==> src/rtl/lpc_tpm_frontend.sv <==
// LPC target front end for TPM-locality cycles: turns LFRAME#/LAD nibble traffic into
// single-byte register accesses toward the TIS peripheral and answers with SYNC/read data.
module lpc_tpm_frontend #(
  parameter logic [3:0]  START_CODE = 4'b0101,
  parameter int unsigned SYNC_WAIT  = 0
) (
  input  logic        clk,
  input  logic        resetN,
  input  logic        lframeN,
  input  logic [3:0]  ladIn,
  output logic [3:0]  ladOut,
  output logic        ladOe,
  output logic [15:0] periphAddr,
  output logic [7:0]  periphOutData,
  output logic        periphDidWrite,
  output logic        periphDidRead,
  input  logic [7:0]  periphInData,
  output logic        cycleAbort
);

  localparam logic [3:0] SyncWaitInit = 4'(SYNC_WAIT);
  localparam logic [3:0] CycRead      = 4'b0000;
  localparam logic [3:0] CycWrite     = 4'b0010;
  localparam logic [3:0] SyncLong     = 4'b0110;
  localparam logic [3:0] SyncReady    = 4'b0000;

  typedef enum logic [3:0] {
    StIdle,
    StCycType,
    StAddr,
    StWData,
    StTarH,
    StSync,
    StRData,
    StTarP,
    StIgnore
  } stateT;

  stateT       state;
  stateT       stateNext;
  logic [1:0]  nibCnt;
  logic        isWrite;
  logic [11:0] addrShift;
  logic [3:0]  wdataLo;
  logic [7:0]  rdataLatch;
  logic [3:0]  waitCnt;
  logic        lframePrevN;
  logic        startHit;

  assign startHit = !lframeN && (ladIn == START_CODE);

  // State register
  always_ff @(posedge clk or negedge resetN) begin
    if (!resetN) begin
      state <= StIdle;
    end else begin
      state <= stateNext;
    end
  end

  // Next-state logic; any LFRAME# assertion restarts decoding from T0
  always_comb begin
    stateNext = state;
    if (!lframeN) begin
      stateNext = startHit ? StCycType : StIgnore;
    end else begin
      unique case (state)
        StCycType: begin
          if (ladIn == CycRead || ladIn == CycWrite) stateNext = StAddr;
          else                                       stateNext = StIgnore;
        end
        StAddr:  if (nibCnt == 2'd3) stateNext = isWrite ? StWData : StTarH;
        StWData: if (nibCnt == 2'd1) stateNext = StTarH;
        StTarH:  if (nibCnt == 2'd1) stateNext = StSync;
        StSync:  if (waitCnt == 4'd0) stateNext = isWrite ? StTarP : StRData;
        StRData: if (nibCnt == 2'd1) stateNext = StTarP;
        StTarP:  if (nibCnt == 2'd1) stateNext = StIdle;
        default: stateNext = state;
      endcase
    end
  end

  // Datapath: nibble counter, address/data capture, SYNC wait counter
  always_ff @(posedge clk or negedge resetN) begin
    if (!resetN) begin
      nibCnt        <= 2'd0;
      isWrite       <= 1'b0;
      addrShift     <= 12'd0;
      periphAddr    <= 16'd0;
      wdataLo       <= 4'd0;
      periphOutData <= 8'd0;
      rdataLatch    <= 8'd0;
      waitCnt       <= 4'd0;
      lframePrevN   <= 1'b1;
    end else begin
      lframePrevN <= lframeN;
      nibCnt      <= (stateNext != state) ? 2'd0 : nibCnt + 2'd1;

      if (startHit) begin
        waitCnt <= SyncWaitInit;
      end else if (lframeN && state == StSync && waitCnt != 4'd0) begin
        waitCnt <= waitCnt - 4'd1;
      end

      if (lframeN) begin
        unique case (state)
          StCycType: isWrite <= (ladIn == CycWrite);
          StAddr: begin
            addrShift <= {addrShift[7:0], ladIn};
            // Publish the address only once all four nibbles have arrived
            if (nibCnt == 2'd3) periphAddr <= {addrShift, ladIn};
          end
          StWData: begin
            if (nibCnt == 2'd0) wdataLo       <= ladIn;
            else                periphOutData <= {ladIn, wdataLo};
          end
          StSync: begin
            // Downstream may pop its FIFO on the strobe, so hold our own copy
            if (!isWrite && waitCnt == 4'd0) rdataLatch <= periphInData;
          end
          default: ;
        endcase
      end
    end
  end

  // Outputs; LAD drive is cut combinationally by LFRAME# so an abort releases the bus at once
  always_comb begin
    ladOe          = 1'b0;
    ladOut         = 4'hF;
    periphDidWrite = 1'b0;
    periphDidRead  = 1'b0;
    cycleAbort     = 1'b0;
    if (lframeN) begin
      unique case (state)
        StTarH: periphDidWrite = isWrite && (nibCnt == 2'd0);
        StSync: begin
          ladOe         = 1'b1;
          ladOut        = (waitCnt != 4'd0) ? SyncLong : SyncReady;
          periphDidRead = !isWrite && (waitCnt == 4'd0);
        end
        StRData: begin
          ladOe  = 1'b1;
          ladOut = nibCnt[0] ? rdataLatch[7:4] : rdataLatch[3:0];
        end
        StTarP: begin
          ladOe  = (nibCnt == 2'd0);
          ladOut = 4'hF;
        end
        default: ;
      endcase
    end else begin
      // Only the first low LFRAME# cycle of a claimed transfer counts as the abort
      cycleAbort = lframePrevN && (state != StIdle) && (state != StIgnore);
    end
  end

endmodule

==> config.mk <==
export PLATFORM = sky130hd
export DESIGN_NAME = lpc_tpm_frontend
export DESIGN_NICKNAME = d
export VERILOG_FILES = /design/src/rtl/lpc_tpm_frontend.sv
export SDC_FILE = /design/constraint.sdc
export NUM_CORES = 1
export LEC_CHECK = 0
export CORE_MARGIN = 5
export CORE_UTILIZATION = 57
export DETAILED_ROUTE_END_ITERATION = 6
export PLACE_DENSITY = 0.85
export SYNTH_ARGS = -nofsm -noshare
export SYNTH_HDL_FRONTEND = slang
export SYNTH_SLANG_ARGS = --single-unit
==> constraint.sdc <==
create_clock -name clk -period 5.57 [get_ports clk]
set_input_delay 1.114 -clock clk [delete_from_list [all_inputs] [get_ports clk]]
set_output_delay 1.114 -clock clk [all_outputs]
set_load 0.02 [all_outputs]
==> impl_summary.txt <==
----------------------------------------------------
[STA]
  Max_slew headroom ... 0.5114
  Max Transition Viols Final ... 0
  Maximum clock skew at final layout ... 0.006972 ns
  Worst Hold Slack ... 0.5010 ns
  Final setup fails ... 0
  Period Utilization, post-route ... 0.7913
  Hold Fails Final Rpt ... 0
  Sum of negative setup slack ... 0 ns
  FMAX ... 226.9 MHz
  Minimum period implied by the final worst setup slack ... 4.408 ns
  Setup repair after global routing missed its margin ... no
  Actual slew at the worst max-slew pin ... ~0.73 ns

[Min path]
  Worst min-delay path class ... flip-flop to flip-flop
  Instance count along the most critical hold path ... 1
  Capture endpoint of the worst hold path ... addrShift[10]
  Worst min-delay path startpoint ... addrShift[10]

[Cells and area]
  Most frequent standard cell in the layout excluding fill and tap cells ... sky130_fd_sc_hd__dfrtp_1
  Most frequent cells in the layout ... sky130_fd_sc_hd__dfrtp_1, sky130_fd_sc_hd__mux2_2, sky130_fd_sc_hd__clkdlybuf4s50_1, sky130_fd_sc_hd__nor2_1, sky130_fd_sc_hd__nand2_1
  Register Area ... 1503 um^2
  Post-Layout Cell Count ... 340
  Post-layout utilization of the core ... 0.7380
  Area growth from synthesis to final layout ... 25.78%
  # diodes ... 0
  Fin nets ... roughly 290
  Fraction of layout cells with a size suffix above 1 ... 0.2711
  Fill count ... 325
  Multi-input gate area in the final layout ... 1189 um^2

[Placed design]
  DPL Wire Length ... around 3600 um
  Final GP Congestion ... 0.8506
  Port Buffer Count ... 46
  DP Cell Count ... around 320

[Synthesis]
  Post-Syn Instances ... 219
  Total of warnings raised by yosys ... 0
  Most used DFF post-synth ... sky130_fd_sc_hd__dfrtp_1
  Number of register bits inferred by synthesis ... 60
  Number of unique standard cell types used by synthesis ... 45
  Synthesized area per cell ... 12.65 um^2
  Net count after synthesis ... 238
  Number of synthesized flops with an enable pin ... 0
  Cell area after synthesis ... 2771 um^2
  Share of synthesized area occupied by flip-flops and latches ... 0.5422
  Share of synthesized flip-flops with an asynchronous set or reset ... 1.000

[CTS]
  Number of buffers inserted for hold repair after clock tree synthesis ... 0
  Setup repair bufs after CTS ... 0
  CTS clock-pin slew for the worst setup and hold paths ... around 0.06 ns
  Cts bufs inserted ... 9
  Clock latency at the later pin of the worst-skew pair ... 0.34 ns
  Maximum buffer depth of the clock tree ... 2
  CTS tree ... done
  Number of H-tree levels ... 3
  Clock Sink Count ... 60
  Post-CTS Resized ... 0
  Clock root buffer master ... sky130_fd_sc_hd__clkbuf_8

[Die]
  Vertical die dimension ... 79.73 um
  Die Wd ... 79.73 um
  Site row count ... 25
  Overall die area ... 6357 um^2
  Core Footprint ... around 4700 um^2
  Initial standard-cell utilization of the core ... 0.5868
  IO Count ... 47

[Worst setup path]
  Maximum fanout along the worst path ... 18
  R2r endpoint ... nibCnt[1]
  Worst Setup Path Type ... input port to output port
  Arr. time, crit path ... 3.29 ns
  Data required time of the worst path ... 4.46 ns
  Worst Setup Start Kind ... input port
  Register-to-Register Path Depth ... 5
  Kind of capture point of the worst setup path ... output port
  Worst-case register-to-register setup slack ... 3.59 ns
  Reg-to-Reg Start ... state[0]

[Route]
  Number of DRC violations after detailed routing ... 0
  Wirelength, routed ... 5472 um
  Routed vias/inst ... 5.532
  Count of nets left with antenna violations after detail routing ... 0
  Initial detailed-routing violation count ... between 100 and 150
  Length of the first detailed-routing pass in iterations ... 4
  Average wire length per cell after detail routing ... 16.09 um
  Total number of vias ... 1,881

[Job]
  Max cap viols ... 0

[Run status]
  Status ... finished, final reports clean

[Power and ir drop]
  Static power due to leakage ... 1.607 nW
  Worst IR Drop VDD ... between 0.2 and 0.3 mV
  Power Density ... 277.5 nW/um^2

[GRT]
  Via count of the first global-routing pass ... 1,962
  Largest net degree at the start of global routing ... 61
  Global route overflow ... 0
  Number of antenna violations at the first check in global routing ... 0
  First-pass GRT wire length ... 9653 um
  Tot GR Track Use ... 0.2024

----------------------------------------------------
==> synthesized netlist by cell type (all sizes together) (3+ instances only) <==
master	number	share of area
ha	4	0.018
dfrtp	59	0.53
nor2b	3	0.0068
nor3	7	0.019
nor4b	3	0.015
inv	8	0.011
mux2i	6	0.022
nor2	11	0.015
nand2	12	0.017
nand3	6	0.013
o21ai	9	0.016
nand2b	3	0.0077
a21oi	4	0.0072
mux2	48	0.20
buf	7	0.015
==> worst max-delay path, cell delays in order <==
cell	delay, ns
sky130_fd_sc_hd__clkdlybuf4s50_1	0.86
sky130_fd_sc_hd__nand3b_1	0.35
sky130_fd_sc_hd__nor4_1	0.31
sky130_fd_sc_hd__clkdlybuf4s50_1	0.66
==> stage by stage <==
stage / setup slack [ns] / cell area (um^2) / power, mW
after floorplan: 2.318 / 2771 / 0.5113
after global placement: 1.225 / 3268 / 0.5402
after detailed placement: 1.228 / 3268 / 0.5420
after CTS: 1.173 / 3486 / 0.9731
after global routing: 0.9551 / 3486 / 1.014
final: 1.162 / 3486 / 0.9673
==> routing by layer <==
layer,up-vias,global-route usage,wire [um]
li1,888,-,-
met1,936,0.2537,2463
met2,48,0.3214,2611
met3,9,0.06095,281
met4,0,0.09459,116
met5,-,0,0
==> worst max path at each step <==
stage               slack, ns              to    start  cells past startpoint
CTS                      1.17  periphDidWrite  lframeN                      4
detailed placement       1.23  periphDidWrite  lframeN                      4
global placement         1.22  periphDidWrite  lframeN                      4
global route             0.96  periphDidWrite  lframeN                      4
finish                   1.16  periphDidWrite  lframeN                      4
floorplan                2.32  periphDidWrite  lframeN                      3
==> power breakdown <==
group | internal [mW] | switching, mW | leakage [nW]
logic | 0.0332 | 0.0441 | 0.677
registers | 0.444 | 0.0129 | 0.824
clock network | 0.264 | 0.169 | 0.107
total | 0.741 | 0.226 | 1.61
==> registers in the layout, indices dropped and copies added (netlist names) <==
name           cells
wdataLo            4
state              4
rdataLatch         8
isWrite            1
addrShift         12
waitCnt            4
nibCnt             2
periphOutData      8
periphAddr        16
lframePrevN        1
==> cell families after synthesis <==
kind of cell | share of synthesized area
DFF | 0.5422
and+or+nand+nor | 0.1246
buffers and inverters | 0.02890
muxes | 0.2167
AOI/OAI and AO/OA | 0.06320
xor gates and xnor gates | 0.006322
adders and majority gates | 0.01806
==> area by class of cell <==
| class | count | share of cell area |
|---|---|---|
| sequential | 60 | 0.4311 |
| multi-input combinational | 142 | 0.3410 |
| timing repair buffer | 47 | 0.1328 |
| clock buffer | 12 | 0.04164 |
| tap | 67 | 0.02405 |
| clock inverter | 4 | 0.02082 |
| inverter | 8 | 0.008615 |
Power figures use the tool's default switching activity.
